`config.mk`:
```
export PLATFORM = sky130hd
export DESIGN_NAME = helper_axis_pattern_generator
export DESIGN_NICKNAME = d
export VERILOG_FILES = /design/src/rtl/helper_axis_pattern_generator.sv
export SDC_FILE = /design/constraint.sdc
export NUM_CORES = 1
export LEC_CHECK = 0
export CAP_MARGIN = 30
export CORE_AREA = 2 2 120 122
export CTS_CLUSTER_DIAMETER = 80
export DETAILED_ROUTE_END_ITERATION = 8
export DIE_AREA = 0 0 122 124
export SLEW_MARGIN = 20
export SYNTH_ARGS = -nofsm -noshare
export SYNTH_HDL_FRONTEND = slang
export SYNTH_SLANG_ARGS = --single-unit
```
`constraint.sdc`:
```
create_clock -name clk -period 2.6 [get_ports clk]
set_clock_uncertainty 0.2 [all_clocks]
set_input_delay 0.65 -clock clk [delete_from_list [all_inputs] [get_ports clk]]
set_output_delay 0.65 -clock clk [all_outputs]
set_load 0.02 [all_outputs]
```
`src/rtl/helper_axis_pattern_generator.sv`:
```
// AXI-Stream stimulus master: counter, Galois-LFSR or constant data with periodic TLAST and valid throttling.
// Optional stall counter and hold-stability checker are enabled by defining HELPER_AXIS_GEN_STALL_STATS_EN.
module helper_axis_pattern_generator #(
  parameter int unsigned DATA_WIDTH    = 10,
  parameter int unsigned MODE          = 0,
  parameter logic [31:0] START_AT      = 32'd0,
  parameter logic [31:0] STEP          = 32'd1,
  parameter logic [31:0] LFSR_SEED     = 32'h1,
  parameter int unsigned PACKET_LEN    = 16,
  parameter logic [31:0] TOTAL_BEATS   = 32'd0,
  parameter logic [7:0]  VALID_PATTERN = 8'hFF
) (
  input  logic                  clk,
  input  logic                  rst,
  input  logic                  enable,
  output logic                  output_valid,
  output logic [DATA_WIDTH-1:0] output_data,
  output logic                  output_last,
  input  logic                  output_ready,
  output logic                  done,
  output logic [31:0]           beat_count,
  output logic [31:0]           stall_cycles
);

  localparam logic [31:0] EFF_SEED = (LFSR_SEED == 32'd0) ? 32'd1 : LFSR_SEED;
  localparam logic [31:0] PKT_LEN_W = 32'(PACKET_LEN);
  localparam logic [31:0] PKT_LAST_IDX = PKT_LEN_W - 32'd1;
  localparam logic [DATA_WIDTH-1:0] RESET_DATA =
    (MODE == 32'd1) ? EFF_SEED[DATA_WIDTH-1:0] : START_AT[DATA_WIDTH-1:0];
  localparam logic [DATA_WIDTH-1:0] STEP_W = STEP[DATA_WIDTH-1:0];

  typedef enum logic [1:0] {
    ST_IDLE  = 2'd0,
    ST_OFFER = 2'd1,
    ST_DONE  = 2'd2
  } state_t;

  // Right-shifting Galois form of x^32 + x^22 + x^2 + x + 1.
  function automatic logic [31:0] lfsr_step(input logic [31:0] s);
    if (s[0]) begin
      return (s >> 1) ^ 32'h8020_0003;
    end else begin
      return s >> 1;
    end
  endfunction

  state_t                  state_r, state_s;
  logic [2:0]              ptr_r;
  logic [DATA_WIDTH-1:0]   data_r, data_s;
  logic [31:0]             lfsr_r, lfsr_s;
  logic [31:0]             beat_cnt_r, beat_cnt_s;
  logic [31:0]             pkt_idx_r, pkt_idx_s;
  logic                    valid_r, last_r, last_s, done_r;
  logic                    handshake_s, pattern_bit_s, limit_hit_s;

  // Next-state, next-data and frame-position logic.
  always_comb begin
    state_s       = state_r;
    data_s        = data_r;
    lfsr_s        = lfsr_r;
    beat_cnt_s    = beat_cnt_r;
    pkt_idx_s     = pkt_idx_r;
    handshake_s   = valid_r & output_ready;
    pattern_bit_s = VALID_PATTERN[ptr_r];
    limit_hit_s   = (TOTAL_BEATS != 32'd0) &&
                    (({1'b0, beat_cnt_r} + 33'd1) == {1'b0, TOTAL_BEATS});

    case (state_r)
      ST_IDLE: begin
        if (enable && pattern_bit_s) begin
          state_s = ST_OFFER;
        end else begin
          state_s = ST_IDLE;
        end
      end
      ST_OFFER: begin
        if (!handshake_s) begin
          state_s = ST_OFFER;
        end else if (limit_hit_s) begin
          state_s = ST_DONE;
        end else if (enable && pattern_bit_s) begin
          state_s = ST_OFFER;
        end else begin
          state_s = ST_IDLE;
        end
      end
      ST_DONE: begin
        state_s = ST_DONE;
      end
      default: begin
        state_s = ST_IDLE;
      end
    endcase

    if (handshake_s) begin
      case (MODE)
        32'd0: begin
          data_s = data_r + STEP_W;
        end
        32'd1: begin
          lfsr_s = lfsr_step(lfsr_r);
          data_s = lfsr_s[DATA_WIDTH-1:0];
        end
        default: begin
          data_s = data_r;
        end
      endcase
      if (beat_cnt_r != 32'hFFFF_FFFF) begin
        beat_cnt_s = beat_cnt_r + 32'd1;
      end else begin
        beat_cnt_s = beat_cnt_r;
      end
      if ((PKT_LEN_W == 32'd0) || (pkt_idx_r == PKT_LAST_IDX)) begin
        pkt_idx_s = 32'd0;
      end else begin
        pkt_idx_s = pkt_idx_r + 32'd1;
      end
    end else begin
      data_s = data_r;
    end

    // TLAST is only ever shown alongside a valid beat.
    last_s = (state_s == ST_OFFER) && (PKT_LEN_W != 32'd0) && (pkt_idx_s == PKT_LAST_IDX);
  end

  // State, datapath and registered AXIS outputs.
  always_ff @(posedge clk or negedge rst) begin
    if (!rst) begin
      state_r    <= ST_IDLE;
      ptr_r      <= 3'd0;
      data_r     <= RESET_DATA;
      lfsr_r     <= EFF_SEED;
      beat_cnt_r <= 32'd0;
      pkt_idx_r  <= 32'd0;
      valid_r    <= 1'b0;
      last_r     <= 1'b0;
      done_r     <= 1'b0;
    end else begin
      state_r    <= state_s;
      ptr_r      <= ptr_r + 3'd1;
      data_r     <= data_s;
      lfsr_r     <= lfsr_s;
      beat_cnt_r <= beat_cnt_s;
      pkt_idx_r  <= pkt_idx_s;
      valid_r    <= (state_s == ST_OFFER);
      last_r     <= last_s;
      done_r     <= (state_s == ST_DONE);
    end
  end

  assign output_valid = valid_r;
  assign output_data  = data_r;
  assign output_last  = last_r;
  assign done         = done_r;
  assign beat_count   = beat_cnt_r;

`ifdef HELPER_AXIS_GEN_STALL_STATS_EN
  logic [31:0] stall_cnt_r;

  // Saturating count of back-pressured cycles.
  always_ff @(posedge clk or negedge rst) begin
    if (!rst) begin
      stall_cnt_r <= 32'd0;
    end else if (valid_r && !output_ready && (stall_cnt_r != 32'hFFFF_FFFF)) begin
      stall_cnt_r <= stall_cnt_r + 32'd1;
    end else begin
      stall_cnt_r <= stall_cnt_r;
    end
  end

  assign stall_cycles = stall_cnt_r;

  helper_axis_pattern_generator_chk #(
    .DATA_WIDTH(DATA_WIDTH)
  ) u_chk (
    .clk          (clk),
    .rst          (rst),
    .output_valid (valid_r),
    .output_ready (output_ready),
    .output_data  (data_r),
    .output_last  (last_r)
  );
`else
  assign stall_cycles = 32'd0;
`endif

endmodule

`ifdef HELPER_AXIS_GEN_STALL_STATS_EN
// Simulation checker: payload must not change while a beat is back-pressured.
module helper_axis_pattern_generator_chk #(
  parameter int unsigned DATA_WIDTH = 10
) (
  input logic                  clk,
  input logic                  rst,
  input logic                  output_valid,
  input logic                  output_ready,
  input logic [DATA_WIDTH-1:0] output_data,
  input logic                  output_last
);

  a_hold_stable: assert property (@(posedge clk) disable iff (!rst)
    (output_valid && !output_ready) |=> ($stable(output_data) && $stable(output_last)));

endmodule
`endif

```
# Word-level counts from Yosys, hierarchy flattened
# Memories as Yosys holds them, arrays and structs flattened.
# Index checks and enable logic that the tools add are counted.
[classes] add_sub_neg=4 multipliers=0 div=0 order_cmp=1 n_eq_ne=7 shifts=0 n_mux=6 n_bitwise=1 n_reduce_logical=4
[ops] operator="$add A32 B1 Y32 const B" count=2
[ops] operator="$eq A32 B4 Y1 const B" count=2
[ops] operator="$mux W32" count=2
[ops] operator="$ne A32 B32 Y1 const B" count=1
[ops] operator="$add A10 B1 Y10 const B" count=1
[ops] operator="$pmux W2 S3" count=1
[ops] operator="$eq A2 B1 Y1 const B" count=2
[ops] operator="$eq A2 B2 Y1 const B" count=2
[ops] operator="$lt A3 B4 Y1 const B" count=1
[ops] operator="$add A3 B1 Y3 const B" count=1
[ops] operator="$mux W1" count=3
[ops] operator="$logic_and A1 B1 Y1" count=2
[ops] operator="$logic_not A2 Y1" count=1
[ops] operator="$reduce_and A2 Y1" count=1
[ops] operator="$and A1 B1 Y1" count=1
[word_totals] register_bits=82 latchBits=0 ram_bits=0 romBits=8 in_bits=4 out_inout_bits=77 memories=1
[memory_table] memory="(no name shown)" depth=8 word_bits=1 rd=1 rd_clocked_by_memory_dff=0 write_ports=0 line_no="64" text="pattern_bit_s = VALID_PATTERN[ptr_r];"

# Depth between registers and ports, before layout
# Gate-level depths: netlist of the first run.
[depth] depth_word=8 ltp_mapped=9

# Worst setup path before layout of the first run
# Ideal clock, no wire load.
[synth_path] path_type="input to register" from="input port output_ready" to="register last_r (netlist: output_last)" t_arrival_ps=2447 required_time_ps=2332 setup_slack_ps=-114 path_stages=7 path_cell_list="nand4_2 -> nor4_2 -> nand4_1 -> xnor2_1 -> or4b_1 -> nor4bb_1 -> and4_1"
[synth_via] elab_cells_between_ends=7 cone_classes="eq/ne (2); mux (3); bitwise (1); reduce/logical (1)"
[synth_rtl] item="from (decl)" line_no="19" text="input logic output_ready,"
[synth_rtl] item="$and A1 B1 Y1" line_no="63" text="handshake_s = valid_r & output_ready;"
[synth_rtl] item="$mux W32" line_no="95" text="if (handshake_s) begin"
[synth_rtl] item="net pkt_idx_s[16]" line_no="52" text="logic [31:0] pkt_idx_r, pkt_idx_s;"
[synth_rtl] item="$eq A32 B4 Y1" line_no="123" text="last_s = (state_s == ST_OFFER) && (PKT_LEN_W != 32'd0) && (pkt_idx_s == PKT_LAST_IDX);"
[synth_rtl] item="$logic_and A1 B1 Y1" line_no="123"
[synth_rtl] item="net last_s" line_no="53" text="logic valid_r, last_r, last_s, done_r;"
[synth_rtl] item="to (signal assigned)" line_no="146" text="last_r <= last_s;"
[synth_rtl] item="to (decl)" line_no="53"
# The timed path passes the listed nets, and every way through them passes these cells.
# A chain may end at the register's enable or synchronous reset.

# Worst setup path in the final report of the first run
[layout_path] from="register pkt_idx_r[7]" to="register last_r (netlist: output_last)"
[layout_via] elab_chain_len=5 elab_cells_between_ends=6 cone_classes="add/sub (1); eq/ne (2); mux (2); reduce/logical (1)"
[layout_rtl] item="from (decl)" line_no="52"
[layout_rtl] item="from (signal assigned)" line_no="144" text="pkt_idx_r <= pkt_idx_s;"
[layout_rtl] item="$add A32 B1 Y32 / $eq A32 B4 Y1 (equally long branches)" line_no="116, 113"
[layout_rtl] item="$mux W32 (*)" line_no="113" text="if ((PKT_LEN_W == 32'd0) || (pkt_idx_r == PKT_LAST_IDX)) begin"
[layout_rtl] item="$mux W32 (*)" line_no="95"
[layout_rtl] item="net pkt_idx_s[16]" line_no="52"
[layout_rtl] item="$eq A32 B4 Y1 (*)" line_no="123"
[layout_rtl] item="$logic_and A1 B1 Y1 (*)" line_no="123"
[layout_rtl] item="net last_s" line_no="53"
# The timed path passes the listed nets; every way through them passes the cells marked *.

==> run_results.csv, run 1 <==
group,metric,value,unit
setup_path,worstPathArrival,2.64,ns
timing,fin_crit_sh,0.9856,
timing,slew_headroom,0.6613,
timing,hold_ws,0.01599,ns
pwr,clockPowerShare,0.372,
timing,drv_slew,0,
pwr,switching_share,0.3068,
flow_run,max-cap-violations,0,
timing,worst_pin_slew,0.5016,ns
timing,fin_crit,2.562,ns
place,hpwl,6871,µm
final_layout,seq_area,1953,µm²
clock_tree,cts.path.max_buffers,2,
route,drt_iter0_drc,142,
logic_synthesis,ys_types,39,
global_route,grt_pass1_wl,15870,µm
clock_tree,clkLatencyLatePin,0.34,ns
setup_path,critical-path-top-delay-family,"simple AND/OR/NAND/NOR gates",
pwr,vdd_drop_max,0.3279,mV
logic_synthesis,ys_top_cells_by_count,"dfrtp_1 (78), nand2_1 (46), xnor2_1 (45)",
logic_synthesis,ys_top_cells_by_area,"dfrtp_1 (48%), xnor2_1 (9.6%), xor2_1 (6.2%), buf_4 (6.1%), nand2_1 (4.2%)",
floorplanning,die_area,15130,µm²
place,place_congestion,0.8888,
route,via_count,3121,
global_route,antenna_found_initial,0,
clock_tree,cts_max_level,3,
pwr,powerDensity,708.2,nW/µm²
outcome,outcome,"complete, no violations",
global_route,grt_pass1_vias,3153,
final_layout,multi_input_area,1943,µm²
timing,setup_tns,0,ns
setup_path,cp_data_required_time,2.68,ns
timing,rsz0062_at_grt,"yes",
final_layout,synthToLayoutAreaGrowth,29.60,%
timing,fin_ws,0.03751,ns
logic_synthesis,synth_top_area_share,0.4775,
global_route,grt_max_degree,44,
floorplanning,row_count,43,
final_layout,fillCellCount,1352,
logic_synthesis,synth_flop_cell,"dfrtp_1",
clock_tree,cts_sinks,78,
min_path,hp-class,"input pin to async pin",
logic_synthesis,ys_ff_latch,78,
floorplanning,die_width,122,µm
setup_path,cp_cell_sequence,"nand4_1 > nor4_4 > nand4_1 > xnor2_1 > or4b_1 > nor4bb_2 > and4_1",
logic_synthesis,netlist_instances,404,
clock_tree,cts_tree,"done",
pwr,p_comb_frac,0.220,
pwr,intPower,2.601,mW
clock_tree,cts_setup_buffers,0,
floorplanning,start_util,0.2979,
floorplanning,ios,81,
final_layout,design_area,5298,µm²
logic_synthesis,ys_warn_count,0,
timing,fmax,390.2,MHz
pwr,p_seq_frac,0.408,
final_layout,antennaDiodeCount,0,
setup_path,start_kind,"register",
global_route,grt_remaining_overflow,0,
pwr,p_total,3.752,mW
route,route.detailed.drc,0,
logic_synthesis,syn_avg_cell_area,10.12,µm²
setup_path,path_max_fanout,6,
setup_path,critical_path_class,"register to register",
final_layout,finalNonFillerCells,682,
final_layout,nNetsFinal,504,
route,routed_wl,9309,µm
route,wl_per_cell,13.65,µm
clock_tree,clk_pin_slew,0.07,ns
route,ant_nets,0,
setup_path,path_buf_inv,0,
place,preCtsSetupSlack,-0.5747,ns
logic_synthesis,synthMostInstantiatedCell,"dfrtp_1",
timing,final_hold_viol_count,0,
clock_tree,clock-root-buffer,"clkbuf_16",
clock_tree,numCtsBuffers,9,
logic_synthesis,seq_area_frac_synth,0.4775,
setup_path,end_kind,"register",
final_layout,drive_gt1_frac,0.1534,
place,placed_area,4947,µm²
floorplanning,die_h,124,µm
timing,setup_violations,0,
global_route,grt_util_all_layers,0.1337,
logic_synthesis,synth-edff-count,0,
place,dp.cells,666,
route,first_pass_iters,4,
setup_path,critPathMaxStageDelay,0.56,ns
pwr,power_switching,1.151,mW
logic_synthesis,yosys.area.top_type,"dfrtp_1",
setup_path,crit_top_cell,"nand4_1",
route,routed_via_density,4.576,
final_layout,utilization,0.3861,
place,portBuffers,48,
floorplanning,core_area,13720,µm²
logic_synthesis,synth_area,4088,µm²
pwr,p_leak,2.389,nW
logic_synthesis,async_flop_share,1.000,
setup_path,crit_slowest_cell,"or4b_1",
==> path summary, 6_finish.rpt <==
check | startpoint | endpoint | slack [ns] | cells after the start
max reg2reg | pkt_idx_r[7] | output_last | 0.04 | 7
min | rst | pkt_idx_r[17] | 0.02 | 1
min reg2reg | state_r[0] | done | 0.25 | 1
min in group clk | state_r[0] | done | 0.25 | 1
max in group asynchronous | rst | beat_count[9] | 1.63 | 2
max | pkt_idx_r[7] | output_last | 0.04 | 7
==> power groups by stage <==
stage / combinational (mW) / clock, mW / sequential, mW
6_report: 0.824 / 1.40 / 1.53
5_1_grt: 0.918 / 1.49 / 1.56
3_5_place_dp: 0.821 / 0 / 1.55
4_1_cts: 0.831 / 1.44 / 1.53
2_1_floorplan: 0.376 / 0 / 1.63
3_3_place_gp: 0.818 / 0 / 1.55
==> cells by family after synthesis <==
family          after synthesis  share of synthesized area
compound gates               12                    0.01867
xor+xnor                     74                     0.1586
fa+ha+maj                     3                   0.009184
buf+inv                      47                    0.08356
flops                        78                     0.4775
other cells                   1                  0.0009174
simple gates                189                     0.2516
==> routing by layer <==
layer	wire length, µm	up-vias	GRT usage	share of wire
met1	4233	1497	0.1706	0.45
li1	-	1524	-	-
met5	0	-	0	0
met3	547	19	0.04350	0.059
met4	203	0	0.05029	0.022
met2	4325	81	0.2116	0.46
==> timing repair <==
| action | CTS | global route |
|---|---|---|
| gates cloned | 0 | 0 |
| hold buffers | 0 | 0 |
| setup endpoints to repair | 1 | 9 |
| gates resized for setup | 2 | 6 |
| pin swaps | 0 | 2 |
==> registers in the layout, indices dropped and copies added (netlist names) <==
name and flops:
state_r 1, done 1, output_data 10, output_last 1
pkt_idx_r 32, output_valid 1, beat_count 32
==> layout make-up <==
type,instances,share of cell area
sequential,78,0.3687
timing repair buffer,94,0.1568
multi-input combinational,310,0.3668
clock buffer,9,0.04251
tap,180,0.04251
clock inverter,7,0.01984
inverter,4,0.002834
==> cells in the final DEF, fill, tap and decap left out, types with 5 or more instances in the layout <==
cell type,n
a21oi_1,5
and3_1,8
and4_1,8
buf_4,46
clkbuf_16,9
clkdlybuf4s50_1,46
conb_1,32
dfrtp_1,77
nand2_1,46
nand3_1,21
nand4_1,24
nor2_1,34
nor3_1,13
nor4_1,9
xnor2_1,45
xor2_1,29
Note: power is estimated with default switching activity, not from simulation.
==> run 2: changes to the inputs <==
- TNS_END_PERCENT: unset -> 50
==> results of run 2 <==
Final layout, timing and power as in run 1 (identical DEF).
